### config.mk
export PLATFORM = sky130hd
export DESIGN_NAME = id_fetch_ctrl
export DESIGN_NICKNAME = d
export VERILOG_FILES = /design/src/rtl/id_fetch_ctrl_pkg.sv /design/src/rtl/id_fetch_ctrl_hazard.sv /design/src/rtl/id_fetch_ctrl.sv
export SDC_FILE = /design/constraint.sdc
export NUM_CORES = 1
export LEC_CHECK = 0
export BUFFER_PORTS_ARGS = -buffer_cell sky130_fd_sc_hd__buf_2
export CAP_MARGIN = 30
export CORE_MARGIN = 2
export CORE_UTILIZATION = 49
export CTS_CLUSTER_DIAMETER = 40
export DETAILED_ROUTE_END_ITERATION = 10
export GPL_ROUTABILITY_DRIVEN = 0
export GPL_TIMING_DRIVEN = 0
export PLACE_DENSITY = 0.9
export SETUP_SLACK_MARGIN = 0.1
export SYNTH_ARGS = -nofsm -noshare
export SYNTH_HDL_FRONTEND = slang
export SYNTH_SLANG_ARGS = --single-unit
### constraint.sdc
create_clock -name Clock -period 3.45 [get_ports Clock]
set_input_delay 0.1725 -clock Clock [delete_from_list [all_inputs] [get_ports Clock]]
set_output_delay 0.1725 -clock Clock [all_outputs]
set_load 0.05 [all_outputs]
### src/rtl/id_fetch_ctrl_pkg.sv
// Shared encodings for the ID-side fetch controller: MIPS-I control opcodes,
// the NOP word, the fetch-mux select and a small control decoder.
package id_fetch_ctrl_pkg;

  localparam logic [5:0]  OP_RTYPE = 6'd0;
  localparam logic [5:0]  OP_J     = 6'd2;
  localparam logic [5:0]  OP_JAL   = 6'd3;
  localparam logic [5:0]  OP_BEQ   = 6'd4;
  localparam logic [5:0]  OP_BNE   = 6'd5;
  localparam logic [5:0]  FUNCT_JR = 6'h08;
  localparam logic [31:0] NOP      = 32'h0000_0000;

  // Fetch-stage PC mux select, packed as {Jump, Branch}.
  typedef enum logic [1:0] {
    SEL_SEQ    = 2'b00,
    SEL_BRANCH = 2'b01,
    SEL_JUMP   = 2'b10
  } fetch_sel_e;

  typedef struct packed {
    logic is_beq;
    logic is_bne;
    logic is_j;
    logic is_jal;
    logic is_jr;
    logic uses_rs;
    logic uses_rt;
  } ctrl_dec_t;

  // Control-class decode plus which source fields are real operands.
  // Stores (op 101xxx) read rt; R-type reads rs/rt except jr (rs only).
  function automatic ctrl_dec_t decode_ctrl(input logic [31:0] instr);
    ctrl_dec_t  d;
    logic [5:0] op;
    op        = instr[31:26];
    d         = '0;
    d.is_beq  = (op == OP_BEQ);
    d.is_bne  = (op == OP_BNE);
    d.is_j    = (op == OP_J);
    d.is_jal  = (op == OP_JAL);
    d.is_jr   = (op == OP_RTYPE) && (instr[5:0] == FUNCT_JR);
    d.uses_rs = !(d.is_j || d.is_jal);
    d.uses_rt = ((op == OP_RTYPE) && !d.is_jr) || d.is_beq || d.is_bne ||
                (op[5:3] == 3'b101);
    return d;
  endfunction

endpackage

### src/rtl/id_fetch_ctrl_hazard.sv
// Combinational operand-hazard detection for the instruction held in ID.
module id_hazard_detect
  import id_fetch_ctrl_pkg::*;
(
  input  ctrl_dec_t  dec,
  input  logic [4:0] rs,
  input  logic [4:0] rt,
  input  logic       id_valid,
  input  logic       ex_reg_write,
  input  logic       ex_mem_read,
  input  logic [4:0] ex_write_reg,
  input  logic       mem_mem_read,
  input  logic [4:0] mem_write_reg,
  output logic       hazard
);

  logic rs_ex, rt_ex, rs_mem, rt_mem, is_br;
  logic load_use, ex_ctrl, mem_ctrl;

  // Match used, nonzero sources against EX/MEM destinations and combine per rule.
  always_comb begin
    is_br    = dec.is_beq || dec.is_bne;
    rs_ex    = dec.uses_rs && (rs != 5'd0) && (rs == ex_write_reg);
    rt_ex    = dec.uses_rt && (rt != 5'd0) && (rt == ex_write_reg);
    rs_mem   = dec.uses_rs && (rs != 5'd0) && (rs == mem_write_reg);
    rt_mem   = dec.uses_rt && (rt != 5'd0) && (rt == mem_write_reg);
    load_use = ex_mem_read && (rs_ex || rt_ex);
    ex_ctrl  = ex_reg_write && ((is_br && (rs_ex || rt_ex)) || (dec.is_jr && rs_ex));
    mem_ctrl = mem_mem_read && ((is_br && (rs_mem || rt_mem)) || (dec.is_jr && rs_mem));
    hazard   = id_valid && (load_use || ex_ctrl || mem_ctrl);
  end

endmodule

### src/rtl/id_fetch_ctrl.sv
// ID-stage fetch controller: IF/ID register, branch/jump resolution,
// hazard stalls, wrong-path squash and saturating statistics.
module id_fetch_ctrl
  import id_fetch_ctrl_pkg::*;
#(
  parameter int unsigned DELAY_SLOT = 0,
  parameter int unsigned CNT_W      = 16
) (
  input  logic             Clock,
  input  logic             Reset,
  input  logic [31:0]      IF_Instruction,
  input  logic [31:0]      IF_PC,
  input  logic [31:0]      RsData,
  input  logic [31:0]      RtData,
  input  logic             EX_RegWrite,
  input  logic             EX_MemRead,
  input  logic [4:0]       EX_WriteReg,
  input  logic             MEM_MemRead,
  input  logic [4:0]       MEM_WriteReg,
  output logic [31:0]      ID_Instruction,
  output logic [31:0]      ID_PCPlus4,
  output logic             ID_Valid,
  output logic             ID_Bubble,
  output logic             PC_WriteEnable,
  output logic             Branch,
  output logic             Jump,
  output logic [31:0]      BranchDest,
  output logic [31:0]      JumpDest,
  output logic [CNT_W-1:0] StallCount,
  output logic [CNT_W-1:0] FlushCount
);

  logic [31:0]      id_instr_q, id_instr_d;
  logic [31:0]      id_pc4_q,   id_pc4_d;
  logic             id_valid_q, id_valid_d;
  logic [CNT_W-1:0] stall_cnt_q, stall_cnt_d;
  logic [CNT_W-1:0] flush_cnt_q, flush_cnt_d;

  ctrl_dec_t  dec;
  fetch_sel_e sel;
  logic       hazard, stall, taken;

  assign dec = decode_ctrl(id_instr_q);

  id_hazard_detect u_hazard (
    .dec          (dec),
    .rs           (id_instr_q[25:21]),
    .rt           (id_instr_q[20:16]),
    .id_valid     (id_valid_q),
    .ex_reg_write (EX_RegWrite),
    .ex_mem_read  (EX_MemRead),
    .ex_write_reg (EX_WriteReg),
    .mem_mem_read (MEM_MemRead),
    .mem_write_reg(MEM_WriteReg),
    .hazard       (hazard)
  );

  // Branch/jump targets, computed every cycle regardless of instruction class.
  always_comb begin
    BranchDest = id_pc4_q + {{14{id_instr_q[15]}}, id_instr_q[15:0], 2'b00};
    JumpDest   = dec.is_jr ? RsData : {id_pc4_q[31:28], id_instr_q[25:0], 2'b00};
  end

  // Redirect resolution; everything is forced quiet while Reset is low.
  always_comb begin
    sel   = SEL_SEQ;
    stall = Reset && hazard;
    if (Reset && id_valid_q && !hazard) begin
      if (dec.is_j || dec.is_jal || dec.is_jr)
        sel = SEL_JUMP;
      else if ((dec.is_beq && (RsData == RtData)) || (dec.is_bne && (RsData != RtData)))
        sel = SEL_BRANCH;
    end
    taken          = (sel != SEL_SEQ);
    Jump           = (sel == SEL_JUMP);
    Branch         = (sel == SEL_BRANCH);
    PC_WriteEnable = !stall;
    ID_Bubble      = stall;
  end

  // IF/ID next state: hold on stall, squash on redirect without delay slot.
  always_comb begin
    id_instr_d  = id_instr_q;
    id_pc4_d    = id_pc4_q;
    id_valid_d  = id_valid_q;
    stall_cnt_d = stall_cnt_q;
    flush_cnt_d = flush_cnt_q;
    if (stall) begin
      if (stall_cnt_q != '1) stall_cnt_d = stall_cnt_q + CNT_W'(1);
    end else if (taken && (DELAY_SLOT == 0)) begin
      id_instr_d = NOP;
      id_pc4_d   = '0;
      id_valid_d = 1'b0;
      if (flush_cnt_q != '1) flush_cnt_d = flush_cnt_q + CNT_W'(1);
    end else begin
      id_instr_d = IF_Instruction;
      id_pc4_d   = IF_PC + 32'd4;
      id_valid_d = 1'b1;
    end
  end

  // State registers with synchronous active-low reset.
  always_ff @(posedge Clock) begin
    if (!Reset) begin
      id_instr_q  <= NOP;
      id_pc4_q    <= '0;
      id_valid_q  <= 1'b0;
      stall_cnt_q <= '0;
      flush_cnt_q <= '0;
    end else begin
      id_instr_q  <= id_instr_d;
      id_pc4_q    <= id_pc4_d;
      id_valid_q  <= id_valid_d;
      stall_cnt_q <= stall_cnt_d;
      flush_cnt_q <= flush_cnt_d;
    end
  end

  assign ID_Instruction = id_instr_q;
  assign ID_PCPlus4     = id_pc4_q;
  assign ID_Valid       = id_valid_q;
  assign StallCount     = stall_cnt_q;
  assign FlushCount     = flush_cnt_q;

endmodule
### Yosys cells after proc, flatten, opt, wreduce, memory -nomap -nowiden

Index checks and enable logic that the tools add are counted.

* mux-type cells: 7
* add/sub/neg operators: 4
* reduce and logical (&&, ||, !) cells: 44
* equal/unequal tests: 16
* bitwise operators: 1

Operator list (count)
* 2-to-1 mux 32 bit: 3
* adder 16 x 1 -> 16 bit, second input constant: 2
* adder 32 x 3 -> 32 bit, second input constant: 1
* adder 32 bit: 1
* equality test 32 bit: 1
* inequality test 16 bit, second input constant: 2
* inequality test 32 bit: 1
* logical AND 1 bit: 21
* equality test 5 bit: 4
* logical OR 1 bit: 13
* equality test 6 x 2 -> 1 bit, second input constant: 2
* equality test 6 x 3 -> 1 bit, second input constant: 2
* nonzero test 5 bit: 2
* equality test 6 x 4 -> 1 bit, second input constant: 1
* logical NOT 6 bit: 1
* logical NOT 1 bit: 4
* 2-to-1 mux 2 bit: 2
* equality test 3 bit, second input constant: 1
* AND reduction 3 bit: 1
* equality test 2 x 1 -> 1 bit, second input constant: 1
* equality test 2 bit, second input constant: 1
* 2-to-1 mux 1 bit: 2
* AND reduction 2 bit: 1
* nonzero test 2 bit: 1
* NOT 1 bit: 1

* flip-flop bits (word level): 97
* output and inout bits: 165
* input port bits: 143
* logic and storage cells: 77

### Depth between registers and ports, before layout

* depth after elaboration: 21
* mapped depth: 12
* mapped depth without buffers: 11

### Cells and area by module

A second synthesis with hierarchy kept.

* cell total of the unflattened synthesis: 748
* area, all modules: 6481.2 µm²

Modules (own cells, without submodules)
* id_fetch_ctrl: area each 6183.4 µm², instances 1, sequential area each 1941.9 µm², cells an instance 707
* id_hazard_detect: area each 297.8 µm², instances 1, sequential area each 0.0 µm², cells an instance 41

### Worst setup path before layout

Ideal clock, no wire load.

* path kind: register to output
* start point: reg id_instr_q[15], in the netlist ID_Instruction[15]
* end point: out BranchDest[27]
* path slack: -702 ps
* arrival: 3980 ps
* cell stages (with the launch flop): 8
* cell sequence: dfxtp_1 > ha_1 > clkbuf_1 > a21o_1 > o311a_1 > a2111oi_0 > nor4_1 > a211oi_1

* cells in the longest elaborated chain, start to end: 1

Ends and longest elaborated chain
* start, declared: line id_fetch_ctrl.sv:33 `logic [31:0] id_instr_q, id_instr_d;`
* start signal, assigned: line id_fetch_ctrl.sv:111 `id_instr_q <= id_instr_d;`
* adder 32 bit: line id_fetch_ctrl.sv:60 `BranchDest = id_pc4_q + {{14{id_instr_q[15]}}, id_instr_q[15:0], 2'b00};`
* end, declared: line id_fetch_ctrl.sv:27 `output logic [31:0] BranchDest,`

No other way between the ends.

### Worst setup path after layout

* start point: reg id_pc4_q[2], in the netlist ID_PCPlus4[2]
* end point: out BranchDest[30]

* cells in the longest elaborated chain, start to end: 1

Ends and longest elaborated chain
* start, declared: line id_fetch_ctrl.sv:34 `logic [31:0] id_pc4_q, id_pc4_d;`
* start signal, assigned: line id_fetch_ctrl.sv:112 `id_pc4_q <= id_pc4_d;`
* adder 32 bit: line id_fetch_ctrl.sv:60

No other way between the ends.

==> out/results.ini <==
[pwr]
p_per_area_nw_per_um2=376
p_leak_nw=4.69
p_int_mw=2.13
switching_share=0.405
peakVddDrop_v=0.000262
pwr-share-seq=0.350
finalPower_mw=3.58
pwr-share-comb=0.368
p_sw_mw=1.45
pwr-share-clk=0.282

[yosys]
synth_area_leaders=dfxtp_1 (27%), xor2_1 (8.1%), a22o_1 (7.7%)
synth.cell_area_sq_um=7210
syn_nets=1094
syn_inst=918
yosysMostFrequentCell=nand2_1
synth-seq-cells=97
synth_edf_count=0
yosysWarnings=0
synth_common_cells=nand2_1 (129), dfxtp_1 (97), xor2_1 (67)
async_flop_share=0
netlist.area_leader.share=0.269
synth_ff_type=dfxtp_1
synth_cell_types=61
yosys.area.top_type=dfxtp_1
syn_area_per_cell_sq_um=7.85
ys_seq_area_frac=0.269

[placed_design]
post-dp-hpwl_microns=21000
placed_cells=1409
dpl_cell_area_sq_um=8990
portBuffers=307

[floorplanning]
start_util=0.498
ios=308
core-area_sq_um=14500
num_rows=44
fp.dieH_microns=125
die_x_microns=125
die_area_sq_um=15700

[route]
wirelength_microns=27300
drc_errors=0
dr_total_vias=8655
vias_per_cell=6.03
wire_per_inst_microns=19.0
dr.pass1.iters=5
drtIter0Drc=777
drtAntennaViolNets=0

[finish]
drive_gt1_frac=0.304
areaGrowthSynthToFinish_pct=31.9
finalCoreUtilization=0.657
postLayoutCellArea_sq_um=9510
final_cells=1435
nets=1421

[setup_path]
end_kind=primary output
arrival_ns=3.19
crit_chain=ha_4, inv_2, fa_2, nor2b_4, o2111ai_4, and4b_2, nor2_4, a21o_4, a311oi_2, or4_1, o211ai_1, buf_4
worst_setup_path_start_kind=flip-flop
cp_num_buf_inv=2
crit_fanout=4
cp.required_ns=3.28
criticalPathCategory=reg -> out
cpPeakStageDelay_ns=0.53
crit_slowest_cell=or4_1
critical_path.top_delay_family=simple AND/OR/NAND/NOR gates

[clocking]
cts_buffers=9
cts_tree=yes
clk_latency_ns=0.35
root_buffer=clkbuf_16
htreeDepth=3
clockBufferDepth=2
holdBufCountCts=0
clock-sinks=97
clkTransAtPathRegs_ns=0.07

[min_path]
hold_path.class=in -> reg

[job]
cap_violations=0

[sta]
fin_crit_sh=0.976
finClkSkew_ns=0.00931
hold_violations=0
rsz0062_at_grt=yes
maxSlewViolCount=0
fmax_mhz=297
fin_crit_ns=3.37
maxSlewHeadroom=0.557
worstMarginPinSlew_ns=0.658
fin_setup_tns_ns=0
setup_viol=0

[run_status]
outcome=finished clean

[global_routing]
antenna_found_initial=3
grt_pass1_vias=7781
grt_start_max_net_pins=19
grt_first_pass_wirelength_microns=41000
grt_overflow_total=0
grt.total_usage=0.322

-- kinds of logic (layout without fill, tap and decap cells) --
group                    after synthesis  after routing  synth area share
XOR/XNOR                             104            104             0.126
multiplexers                           8              8            0.0111
other                                  0              1                 0
adder cells (fa/ha/maj)               33             33            0.0583
buffers and inverters                 67            399            0.0385
flip-flops                            97             97             0.269
AO/OA/AOI/OAI                        200            200             0.200
AND/OR/NAND/NOR                      409            409             0.296
-- flip-flops by register name, summed over array words and instances (netlist names) --
name / flops
ID_Instruction: 32
ID_PCPlus4: 32
StallCount: 16
FlushCount: 16
ID_Valid: 1
-- timing repair --
action / CTS / global route
gates resized for setup: 18 / 19
buffers inserted: 3 / 7
pin swaps: 2 / 9
endpoints found under the setup margin: 19 / 14
-- cells in the final DEF (no fill, tap or decap), types with 3 or more instances in the layout --
cell type / count
nor4_1: 14
inv_1: 13
a21oi_1: 44
or3_1: 7
a21o_1: 15
o21a_1: 10
and4_1: 7
nor3_1: 47
nand2b_1: 7
a22o_1: 63
o211ai_1: 7
mux2i_1: 8
ha_1: 30
and3_1: 52
or4_1: 16
nor4_2: 7
nand4_1: 21
and2_1: 11
xor2_1: 66
o31a_1: 3
buf_4: 15
nand2_1: 129
dfxtp_4: 4
nor2_1: 35
nor2b_1: 4
o31ai_1: 13
buf_1: 4
clkbuf_16: 9
dfxtp_1: 91
xnor2_1: 37
nand3_1: 38
o21ai_0: 18
buf_2: 311
clkbuf_1: 35
-- worst paths after layout --
| path | start | to | cells past startpoint | slack [ns] |
|---|---|---|---|---|
| setup reg to reg | ID_Instruction[22] | FlushCount[6] | 10 | 0.26 |
| hold / removal | IF_Instruction[4] | ID_Instruction[4] | 3 | 0.16 |
| setup / recovery | ID_PCPlus4[2] | BranchDest[30] | 12 | 0.08 |
| hold reg to reg | FlushCount[11] | FlushCount[11] | 2 | 0.50 |
-- worst register-to-register path: stages (launching register included) --
cell	delay, ns
dfxtp_1	0.40
or4_1	0.54
o21ai_1	0.25
nor4_1	0.16
o22a_1	0.28
or4_1	0.53
buf_2	0.19
buf_6	0.16
buf_2	0.20
o31ai_1	0.26
a21oi_1	0.10
-- metal layers --
metal | up-vias | global-route usage | wire (microns)
met2 | 503 | 0.551 | 12900
met1 | 4016 | 0.394 | 10700
li1 | 4039 | - | -
met5 | - | 0 | 13
met4 | 2 | 0.122 | 1020
met3 | 95 | 0.0753 | 2650
-- power groups by stage --
stage	logic, mW	registers, mW	clock network, mW
after floorplan	0.748	1.42	0
after global placement	1.25	1.27	0
after detailed placement	1.27	1.27	0
after CTS	1.29	1.25	1.01
after global routing	1.39	1.26	1.05
final	1.32	1.25	1.01
-- per-stage QoR --
stage	hold WS [ns]	setup WS [ns]
after global routing	0.174	-0.0133
after floorplan	0.425	0.0760
after detailed placement	0.481	0.00207
after global placement	0.464	0.0788
final	0.162	0.0837
after CTS	0.154	0.0441
-- layout make-up --
cell class / count / area, sq um
multi-input cells: 754 / 5130
clock buffers: 11 / 233
flip-flops and latches: 97 / 1960
clock inverters: 5 / 56.3
repair buffers: 317 / 1620
well taps: 184 / 230
fillers: 1174 / 4970
inverters: 15 / 56.3
plain buffers: 51 / 223
diodes: 1 / 2.50
(Power assumes the default switching activity.)
